<file path="src/rtl/lc3_pkg.sv">
// Shared constants for the LC-3 memory-instruction sequencer.
// Contents: opcodes, FSM state codes, addr2 select codes, ACV bounds.
package lc3_pkg;

   localparam logic [3:0] OP_LD  = 4'h2;
   localparam logic [3:0] OP_LDI = 4'hA;
   localparam logic [3:0] OP_LDR = 4'h6;
   localparam logic [3:0] OP_ST  = 4'h3;
   localparam logic [3:0] OP_STI = 4'hB;
   localparam logic [3:0] OP_STR = 4'h7;
   localparam logic [3:0] OP_LEA = 4'hE;

   localparam logic [2:0] S_IDLE   = 3'd0;
   localparam logic [2:0] S_CALC   = 3'd1;
   localparam logic [2:0] S_IND    = 3'd2;
   localparam logic [2:0] S_ACCESS = 3'd3;
   localparam logic [2:0] S_WB     = 3'd4;
   localparam logic [2:0] S_DONE   = 3'd5;
   localparam logic [2:0] S_FAULT  = 3'd6;

   localparam logic [1:0] A2_ZERO  = 2'd0;
   localparam logic [1:0] A2_OFF6  = 2'd1;
   localparam logic [1:0] A2_OFF9  = 2'd2;
   localparam logic [1:0] A2_OFF11 = 2'd3;

   localparam logic [15:0] ACV_LO_DEF = 16'h3000;
   localparam logic [15:0] ACV_HI_DEF = 16'hFE00;

   function automatic logic is_mem_op(input logic [3:0] op);
      return (op == OP_LD) || (op == OP_LDI) || (op == OP_LDR) ||
             (op == OP_ST) || (op == OP_STI) || (op == OP_STR) ||
             (op == OP_LEA);
   endfunction

   function automatic logic is_store_op(input logic [3:0] op);
      return (op == OP_ST) || (op == OP_STI) || (op == OP_STR);
   endfunction

   function automatic logic is_indirect_op(input logic [3:0] op);
      return (op == OP_LDI) || (op == OP_STI);
   endfunction

   function automatic logic is_base_op(input logic [3:0] op);
      return (op == OP_LDR) || (op == OP_STR);
   endfunction

endpackage

</file>
<file path="src/rtl/lc3_acv_check.sv">
// User-mode access-violation detector: flags addresses outside [ACV_LO, ACV_HI).
module lc3_acv_check
   import lc3_pkg::*;
#(
   parameter logic [15:0] ACV_LO = ACV_LO_DEF,
   parameter logic [15:0] ACV_HI = ACV_HI_DEF
) (
   input  logic [15:0] addr,
   input  logic        priv,
   output logic        violation
);

   assign violation = priv && ((addr < ACV_LO) || (addr >= ACV_HI));

endmodule

</file>
<file path="src/rtl/lc3_mem_seq.sv">
// LC-3 memory-instruction sequencer: EA selects, MAR/MDR, memory handshake, DR write.
// Define LC3_ACV_EN to enable user-mode access-violation checking (FAULT state).
module lc3_mem_seq
   import lc3_pkg::*;
#(
   parameter logic [15:0] ACV_LO = ACV_LO_DEF,
   parameter logic [15:0] ACV_HI = ACV_HI_DEF
) (
   input  logic        clk,
   input  logic        rst,
   input  logic        start,
   input  logic [15:0] ir,
   input  logic        psr_priv,
   input  logic [15:0] ea_in,
   output logic        addr1_sel,
   output logic [1:0]  addr2_sel,
   output logic [2:0]  base_addr,
   output logic [2:0]  sr_addr,
   input  logic [15:0] sr_data,
   output logic [15:0] mem_addr,
   output logic [15:0] mem_wdata,
   output logic        mem_rd,
   output logic        mem_wr,
   input  logic        mem_ready,
   input  logic [15:0] mem_rdata,
   output logic        dr_we,
   output logic [2:0]  dr_addr,
   output logic [15:0] dr_data,
   output logic        ld_cc,
   output logic        busy,
   output logic        done,
   output logic        illegal,
   output logic        acv
);

   logic [2:0]  state, state_nx;
   logic [15:0] ir_q, mar, mdr;
   logic [3:0]  op;
   logic        is_store;
   logic        addr_fault;
   logic        unused_ir;

   assign op        = ir_q[15:12];
   assign is_store  = is_store_op(op);
   assign unused_ir = ^ir_q[5:0];

`ifdef LC3_ACV_EN
   // The pointer fetched in IND is checked as it arrives, before ACCESS raises a request.
   logic [15:0] chk_addr;
   assign chk_addr = (state == S_IND) ? mem_rdata : ea_in;

   lc3_acv_check #(
      .ACV_LO(ACV_LO),
      .ACV_HI(ACV_HI)
   ) u_acv_check (
      .addr(chk_addr),
      .priv(psr_priv),
      .violation(addr_fault)
   );

   assign acv = (state == S_FAULT);
`else
   logic unused_acv;
   assign unused_acv = ^{ACV_LO, ACV_HI, psr_priv};
   assign addr_fault = 1'b0;
   assign acv        = 1'b0;
`endif

   always_comb begin
      state_nx = state;
      case (state)
         S_IDLE:   if (start) state_nx = is_mem_op(ir[15:12]) ? S_CALC : S_DONE;
         S_CALC: begin
            if (op == OP_LEA)           state_nx = S_WB;
            else if (addr_fault)        state_nx = S_FAULT;
            else if (is_indirect_op(op)) state_nx = S_IND;
            else                        state_nx = S_ACCESS;
         end
         S_IND:    if (mem_ready) state_nx = addr_fault ? S_FAULT : S_ACCESS;
         S_ACCESS: if (mem_ready) state_nx = is_store ? S_DONE : S_WB;
         S_WB:     state_nx = S_DONE;
         default:  state_nx = S_IDLE;
      endcase
   end

   // MDR takes the store data on entry to ACCESS so the write data is stable for the whole request.
   always_ff @(posedge clk or posedge rst) begin
      if (rst) begin
         state <= S_IDLE;
         ir_q  <= 16'h0000;
         mar   <= 16'h0000;
         mdr   <= 16'h0000;
      end else begin
         state <= state_nx;
         if (state == S_IDLE && start) ir_q <= ir;
         if (state == S_CALC) mar <= ea_in;
         if (state == S_IND && mem_ready) mar <= mem_rdata;
         if (state_nx == S_ACCESS && state != S_ACCESS && is_store) mdr <= sr_data;
         if (state == S_ACCESS && mem_ready && !is_store) mdr <= mem_rdata;
      end
   end

   assign addr1_sel = (state == S_CALC) && is_base_op(op);
   assign addr2_sel = (state != S_CALC) ? A2_ZERO :
                      is_base_op(op)    ? A2_OFF6 : A2_OFF9;
   assign base_addr = ir_q[8:6];
   assign sr_addr   = ir_q[11:9];
   assign mem_addr  = mar;
   assign mem_wdata = mdr;
   assign mem_rd    = (state == S_IND) || (state == S_ACCESS && !is_store);
   assign mem_wr    = (state == S_ACCESS) && is_store;
   assign dr_we     = (state == S_WB);
   assign ld_cc     = (state == S_WB) && (op != OP_LEA);
   assign dr_addr   = ir_q[11:9];
   assign dr_data   = (op == OP_LEA) ? mar : mdr;
   assign busy      = (state != S_IDLE);
   assign done      = (state == S_DONE) || (state == S_FAULT);
   assign illegal   = (state == S_DONE) && !is_mem_op(op);

endmodule
</file>
<file path="config.mk">
export PLATFORM = sky130hd
export DESIGN_NAME = lc3_mem_seq
export DESIGN_NICKNAME = d
export VERILOG_FILES = /design/src/rtl/lc3_pkg.sv /design/src/rtl/lc3_acv_check.sv /design/src/rtl/lc3_mem_seq.sv
export SDC_FILE = /design/constraint.sdc
export NUM_CORES = 1
export LEC_CHECK = 0
export BUFFER_PORTS_ARGS = -buffer_cell sky130_fd_sc_hd__buf_2
export CAP_MARGIN = 20
export CORE_MARGIN = 10
export CORE_UTILIZATION = 40
export DETAILED_ROUTE_END_ITERATION = 10
export PLACE_DENSITY = 0.84
export SYNTH_ARGS = -nofsm -noshare
export SYNTH_HDL_FRONTEND = slang
export SYNTH_HIERARCHICAL = 1
export SYNTH_SLANG_ARGS = --single-unit
</file>
<file path="constraint.sdc">
create_clock -name clk -period 1.8 [get_ports clk]
set_input_delay 0 -clock clk [delete_from_list [all_inputs] [get_ports clk]]
set_output_delay 0 -clock clk [all_outputs]
set_load 0.01 [all_outputs]
</file>
==> results by group, run 1 <==
Synthesis
  – Post-Synth Simple-Gate Area: 0.115
  – Post-synthesis sequential area ratio: 0.456
  – Post-synthesis net count: 307
  – Most frequent cell after synthesis: dfrtp_1
  – Largest family of logic cells by synthesized area: multiplexers
  – Synth area leader: dfrtp_1
  – Proportion of synthesized area in mux cells: 0.248
  – Yosys top cell area share: 0.456
  – Ys Warns: 6
  – Synth Area in XOR/XNOR: 0.00355
  – Seq cells post-synth: 45
  – Compound-gate portion of the synthesized area: 0.107
  – Cell area after synthesis: 2470 sq um
  – Mean post-synth cell area: 10.4 sq um
  – Post-synth top flop: dfrtp_1
  – Area contributors post-synth: dfrtp_1 (46%), mux2i_1 (13%), mux2_2 (7.3%), mux2_1 (4.6%), a21oi_1 (3.4%)
  – Top post-synthesis cells by count: dfrtp_1 (45), mux2i_1 (32), nand2_1 (22)
  – Post-Synthesis Cells: 238
  – Async SR Flop Fraction: 1.00
  – Yosys cell types: 38
  – Post-synth EDFFs: 0
  – Post-Synth Adder-Cell Area: 0

Power and ir drop
  – Pleak: 1.72 nW
  – Pwr/cell area: 1640 nW/um^2
  – Maximum vdd drop: 0.000788 V

Critical path
  – Reg2Reg Capture Point: mem_wdata[10]
  – Critical path arrival: 1860 ps
  – Critical R2R Launch: state[1]
  – Worst setup EP type: register
  – Worst Setup SP: state[1]
  – Crit path max fanout: 9
  – Worst-case reg-to-reg path depth: 6
  – Reg2Reg Setup Slack: 100 ps
  – Crit start category: register
  – CP Data Required Time: 1970 ps
  – Worst Path Class, Setup: reg -> reg
  – Crit path to: mem_wdata[10]

Floorplan
  – Core area: 5960 sq um
  – Num ports: 137
  – Die area: 9710 sq um
  – Initial core utilization: 0.414
  – Cell Rows: 28
  – Horiz. Die Dim: 98.6 um
  – Die H: 98.6 um

Cells and area
  – # diodes: 0
  – Number of nets in the layout: 471
  – Layout cells sized above 1: 0.449
  – Final instance area: 3660 sq um
  – P&R area growth vs syn: 48.4%

Hold path
  – Worst Hold Class: in -> reg

Route
  – DR DRC count: 0
  – DR vias/cell: 4.94
  – Number of antenna-violating nets in the routed design: 0
  – Wirelength per Cell: 17.3 um
  – Starting DRC count in detailed routing: 85
  – Via count: 2363
  – Post-Route WL: 8.25 mm
  – Drt first pass iters: 5

Clock network
  – CTS tree: yes
  – H-tree depth: 2
  – Cts bufs inserted: 5
  – Clock root buffer: clkbuf_8
  – Clock Latency Late Sink: 290 ps
  – Max Buffers Root-to-Sink: 2
  – Clock sinks: 45
  – Clock transition at path regs: 90 ps

Global routing
  – Global-route wire length before repair: 13.1 mm
  – Total track usage: 0.161
  – Initial antenna violation count: 0
  – Vias in the first global route: 2538
  – Largest net degree at the start of global routing: 33
  – GRT overflow: 0

Timing
  – Clk_skew: 5.00 ps
  – Achievable Freq: 0.589 GHz
  – Post-route setup TNS: 0 ps
  – Final period util: 0.944
  – Slew Limit Fails: 0
  – Endpoints failing setup: 0
  – Final hold violation count: 0
  – Fin crit period: 1700 ps

Outcome
  – Status: finished clean

Placement
  – Buffers added on ports: 128
  – Placement-stage cell area: 3160 sq um
  – GPL Wtd Cong: 0.841
  – Dpl hpwl: 5.97 mm

Job
  – Max_cap viols: 0
-- state kept, by name, indices dropped and copies added, names as in the netlist --
register	cells
state	3
mem_addr	16
ir_q	10
mem_wdata	16
-- metal layers --
metal,global-route usage,part of all wire,vias to the layer above
met5,0,0,-
met1,0.174,0.37,1118
li1,-,-,1140
met4,0.0232,0.0035,0
met2,0.302,0.55,101
met3,0.0552,0.078,4
-- metrics by stage --
stage	setup WS, ps	hold slack, ps	power, mW	std cells	utilization
2_1_floorplan	4.29	122	4.07	238	-
3_3_place_gp	95.3	-41.2	5.09	430	0.530
3_5_place_dp	62.3	-39.6	5.24	430	0.530
4_1_cts	16.8	0.353	5.96	475	0.609
5_1_grt	-2.00	5.40	6.48	478	0.615
6_report	101	11.3	6.00	478	0.615
-- report_power, final --
part           switching (mW)  internal (mW)
Clock                   0.351          0.276
Sequential              0.455           1.54
Combinational            1.74           1.64
Total                    2.54           3.45
-- worst min path at each step --
stage	slack, ps	endpoint	startpoint	depth (start not counted)
2_1_floorplan	120	mem_addr[0]	mem_rdata[0]	2
4_1_cts	0.4	mem_addr[15]	ea_in[15]	3
3_5_place_dp	-40	mem_addr[2]	rst	2
3_3_place_gp	-40	mem_wdata[0]	rst	2
6_report	10	mem_addr[4]	ea_in[4]	3
5_1_grt	5	mem_addr[4]	ea_in[4]	3
-- placed cells by master (no fill, tap or decap), types with 2 or more instances in the layout --
cell type	instances
nand3_1	3
mux2i_1	32
and3_1	2
nand2_1	22
buf_4	14
dfrtp_1	42
o21a_1	2
mux2_1	10
mux2_2	16
nor2_1	19
o21ai_1	16
dlygate4sd3_1	37
buf_6	3
a21oi_1	17
dfrtp_2	3
and2_1	3
inv_1	2
clkbuf_8	5
buf_2	128
o21ai_0	3
-- critical path, cell delays in order, from the launching register on --
cell	delay, ps
dfrtp_2	470
and2b_2	270
o21ai_2	70
a211oi_4	250
buf_6	200
mux2i_1	220
a21oi_1	80
-- area by class of cell --
| class | instances | area [sq um] |
|---|---|---|
| clock buffer | 5 | 68.8 |
| clock inverter | 3 | 21.3 |
| fill | 513 | 2290 |
| inverter | 3 | 11.3 |
| multi-input combinational | 165 | 1190 |
| sequential | 45 | 1130 |
| tap | 75 | 93.8 |
| timing repair buffer | 182 | 1150 |
-- kinds of logic (layout without fill, tap and decap cells) --
logic type / Yosys count / in the layout
compound gates: 45 / 45
xor+xnor: 1 / 1
buf+inv: 28 / 193
flops: 45 / 45
mux: 58 / 58
other cells: 1 / 1
simple gates: 60 / 60
-- timing repair --
action / 4_1_cts / 5_1_grt
hold endpoints to repair: 69 / 0
hold buffers: 37 / 0
endpoints found under the setup margin: 2 / 11
setup buffers: 0 / 3
gates resized for setup: 2 / 5
Power figures use the tool's default switching activity.
==> run 2: changes to the inputs <==
--- a/config.mk
+++ b/config.mk
@@ -5,12 +5,13 @@
 export SDC_FILE = /design/constraint.sdc
 export NUM_CORES = 1
 export LEC_CHECK = 0
+export ABC_AREA = 1
 export BUFFER_PORTS_ARGS = -buffer_cell sky130_fd_sc_hd__buf_2
 export CAP_MARGIN = 20
 export CORE_MARGIN = 10
-export CORE_UTILIZATION = 40
+export CORE_UTILIZATION = 41
 export DETAILED_ROUTE_END_ITERATION = 10
-export PLACE_DENSITY = 0.84
+export PLACE_DENSITY = 0.77
 export SYNTH_ARGS = -nofsm -noshare
 export SYNTH_HDL_FRONTEND = slang
 export SYNTH_HIERARCHICAL = 1
==> run 2 against run 1 <==
Compared with the run above:
- clock power up 45%
- clock-buffer cell count unchanged
- wire length rose by 19%
- sequential share of layout area decreased by 2.4 points
- sequential power decreased by 7%
- total power increased by 0.30%
- fmax up 2.0%
- cell area up 8.1%
- critical endpoint is now dr_data[8]
- largest cell class is now buffers
==> results by group, run 2 <==
Cells and area
  – Layout cells sized above 1: 0.312 (-0.137)
  – Commonest cells after routing, fill and taps aside: nand2_1 (145), buf_2 (128), dlygate4sd3_1 (57)
  – P&R area growth vs syn: 53.9%
  – Leading cell type in the layout, fill and taps excluded: nand2_1
  – Fill cells: 472 (-8.0%)
  – Post-layout util: 0.661 (+0.0457)
  – Number of nets in the layout: 600 (+27%)

Route
  – Wirelength per Cell: 16.2 um (-6.4%)
  – Post-Route WL: 9.83 mm (+19%)
  – Via count: 3043 (+29%)
  – Drt first pass iters: 5 (unchanged)
  – DR vias/cell: 5.00 (+1.2%)
  – Starting DRC count in detailed routing: 114 (+34%)
  – Number of antenna-violating nets in the routed design: 0 (unchanged)
  – DR DRC count: 0 (unchanged)

Timing
  – Fin crit period: 1670 ps (-33.3 ps)
  – Final period util: 0.925 (-0.0185)
  – Endpoints failing setup: 0 (unchanged)
  – Worst-margin pin slew: 553 ps
  – Final hold violation count: 0 (unchanged)
  – Clk_skew: 7.52 ps (+2.52 ps)
  – Achievable Freq: 0.601 GHz (+2.0%)
  – Max-slew headroom: 0.631
  – Unrepaired setup endpoints after global routing: no
  – Post-route setup TNS: 0 ps (unchanged)
  – Slew Limit Fails: 0 (unchanged)

Hold path
  – Worst Hold Class: in -> reg

Job
  – Max_cap viols: 0 (unchanged)

Floorplan
  – Initial core utilization: 0.429 (+0.0149)
  – Core area: 5990 sq um (+0.59%)
  – Num ports: 137 (unchanged)
  – Cell Rows: 28 (unchanged)
  – Die area: 9840 sq um (+1.3%)
  – Horiz. Die Dim: 99.2 um (+0.66%)
  – Die H: 99.2 um (+0.66%)

Global routing
  – Initial antenna violation count: 1 (+1)
  – Global-route wire length before repair: 16.0 mm (+22%)
  – Total track usage: 0.197 (+0.0354)
  – Largest net degree at the start of global routing: 36 (+9.1%)
  – Vias in the first global route: 3197 (+26%)
  – GRT overflow: 0 (unchanged)

Clock network
  – H-tree depth: 2 (unchanged)
  – Clock root buffer: clkbuf_8
  – Clock transition at path regs: 90 ps (about the same)
  – CTS tree: yes
  – Max Buffers Root-to-Sink: 2 (unchanged)
  – Clock sinks: 45 (unchanged)
  – Cts bufs inserted: 5 (unchanged)
  – Clock Latency Late Sink: 290 ps (about the same)
  – Setup Buffers After CTS: 0 (unchanged)

Synthesis
  – Post-synthesis net count: 421 (+37%)
  – Synth area leader: dfrtp_1
  – Mean post-synth cell area: 7.31 sq um (-30%)
  – Post-Synthesis Cells: 352 (+48%)
  – Seq cells post-synth: 45 (unchanged)
  – Cell area after synthesis: 2570 sq um (+4.2%)
  – Top post-synthesis cells by count: nand2_1 (145), dfrtp_1 (45), nand3_1 (35)
  – Yosys cell types: 23 (-39%)
  – Async SR Flop Fraction: 1.00 (unchanged)
  – Post-synth top flop: dfrtp_1
  – Most frequent cell after synthesis: nand2_1
  – Ys Warns: 6 (unchanged)
  – Post-synthesis sequential area ratio: 0.438 (-0.0184)
  – Yosys top cell area share: 0.438 (-0.0184)
  – Area contributors post-synth: dfrtp_1 (44%), nand2_1 (21%), nand3_1 (6.8%), inv_1 (5.0%), o211ai_1 (5.0%)
  – Post-synth EDFFs: 0 (unchanged)

Critical path
  – Crit path buf inv count: 3 (+2)
  – Crit path max fanout: 35 (+26)
  – Critical path arrival: 1670 ps (-190 ps)
  – Crit start category: register
  – Max incr delay on CP: 440 ps (-30 ps)
  – Most used cell, CP: nand2_1
  – CP max stage cell: dfrtp_1
  – Worst Path Class, Setup: reg -> out
  – CP Data Required Time: 1800 ps (-170 ps)
  – CP cell instances: nand2_1, inv_1, nand2_2, buf_8, nand2_1, o21ai_0, buf_2
  – Cell family with the largest share of critical-path delay: buffers and inverters
  – Worst setup EP type: output pin

Placement
  – Buffers added on ports: 128 (unchanged)
  – Dpl hpwl: 6.51 mm (+9.2%)
  – GPL Wtd Cong: 0.813 (-3.3%)

Power and ir drop
  – Maximum vdd drop: 0.000768 V (-2.6%)
  – Pleak: 2.21 nW (+28%)
  – Pwr/cell area: 1520 nW/um^2 (-7.2%)

Outcome
  – Status: finished clean
[run 2: cell types whose count changed after synthesis, moves of 15 or more]
cell,delta
inv_1,+31
mux2_2,-16
o21ai_0,+17
a21oi_1,-15
o211ai_1,+17
nand3_1,+32
o21ai_1,-16
nand2_1,+123
mux2i_1,-32
[run 2: layout make-up]
class | instances | area, sq um | area share
sequential | 45 | 1130 | 0.285
antenna | 1 | 2.50 | 0.000632
multi-input combinational | 246 | 1140 | 0.288
clock buffer | 5 | 68.8 | 0.0174
timing repair buffer | 197 | 1330 | 0.335
clock inverter | 3 | 65.1 | 0.0164
tap | 75 | 93.8 | 0.0237
inverter | 36 | 135 | 0.0341
[run 2: metrics by stage]
stage | cells | hold WS, ps | setup slack (ps) | cell area, sq um | power [mW]
6_report | 608 | 10.3 | 135 | 3960 | 6.02
5_1_grt | 608 | 27.5 | 13.0 | 3960 | 6.52
4_1_cts | 607 | 5.09 | 55.1 | 3940 | 6.01
3_5_place_dp | 542 | 83.8 | 246 | 3230 | 4.98
3_3_place_gp | 542 | 75.3 | 313 | 3230 | 4.86
2_1_floorplan | 352 | 110 | 375 | 2570 | 3.80
[run 2: path summary, 6_finish.rpt]
check / from / end / slack [ps] / cells past startpoint
min reg2reg: ir_q[8] / ir_q[8] / 480 / 2
max in group asynchronous: rst / mem_addr[7] / 1000 / 4
max reg2reg: state[2] / mem_wdata[3] / 210 / 7
min in group asynchronous: rst / mem_addr[1] / 280 / 3
min: sr_data[10] / mem_wdata[10] / 10 / 5
max: ir_q[15] / dr_data[8] / 130 / 7
[run 2: power by group]
part / switching (mW) / internal (mW) / total [mW]
sequential: 0.352 / 1.50 / 1.85
combinational: 1.97 / 1.28 / 3.25
clock: 0.358 / 0.552 / 0.910
[run 2: logic make-up after synthesis]
| group | Yosys count | synth area share |
|---|---|---|
| AO/OA/AOI/OAI | 40 | 0.0953 |
| buffers and inverters | 61 | 0.121 |
| flip-flops | 45 | 0.438 |
| other | 1 | 0.00146 |
| AND/OR/NAND/NOR | 205 | 0.344 |
[run 2: per-layer routing]
metal / vias to the layer above / part of all wire / global-route usage
met3: 14 / 0.083 / 0.0574
met1: 1420 / 0.40 / 0.221
met2: 142 / 0.50 / 0.340
met5: - / 0 / 0
met4: 0 / 0.017 / 0.0805
li1: 1467 / - / -
[run 2: repair_timing]
action / in CTS / in global routing
hold buffers: 57 / 0
resized for setup: 1 / 4
setup endpoints to repair: 2 / 20
pin swaps: 0 / 0
endpoints found under the hold margin: 64 / 0
[run 2: worst reg2reg max path, cell delays in order (launching register included)]
cell and delay [ps]:
dfrtp_1 470, nor2_2 200, inv_2 70, nor2_4 110, nand2_4 230, nand2_4 290
nand2_1 90, nand2_1 70
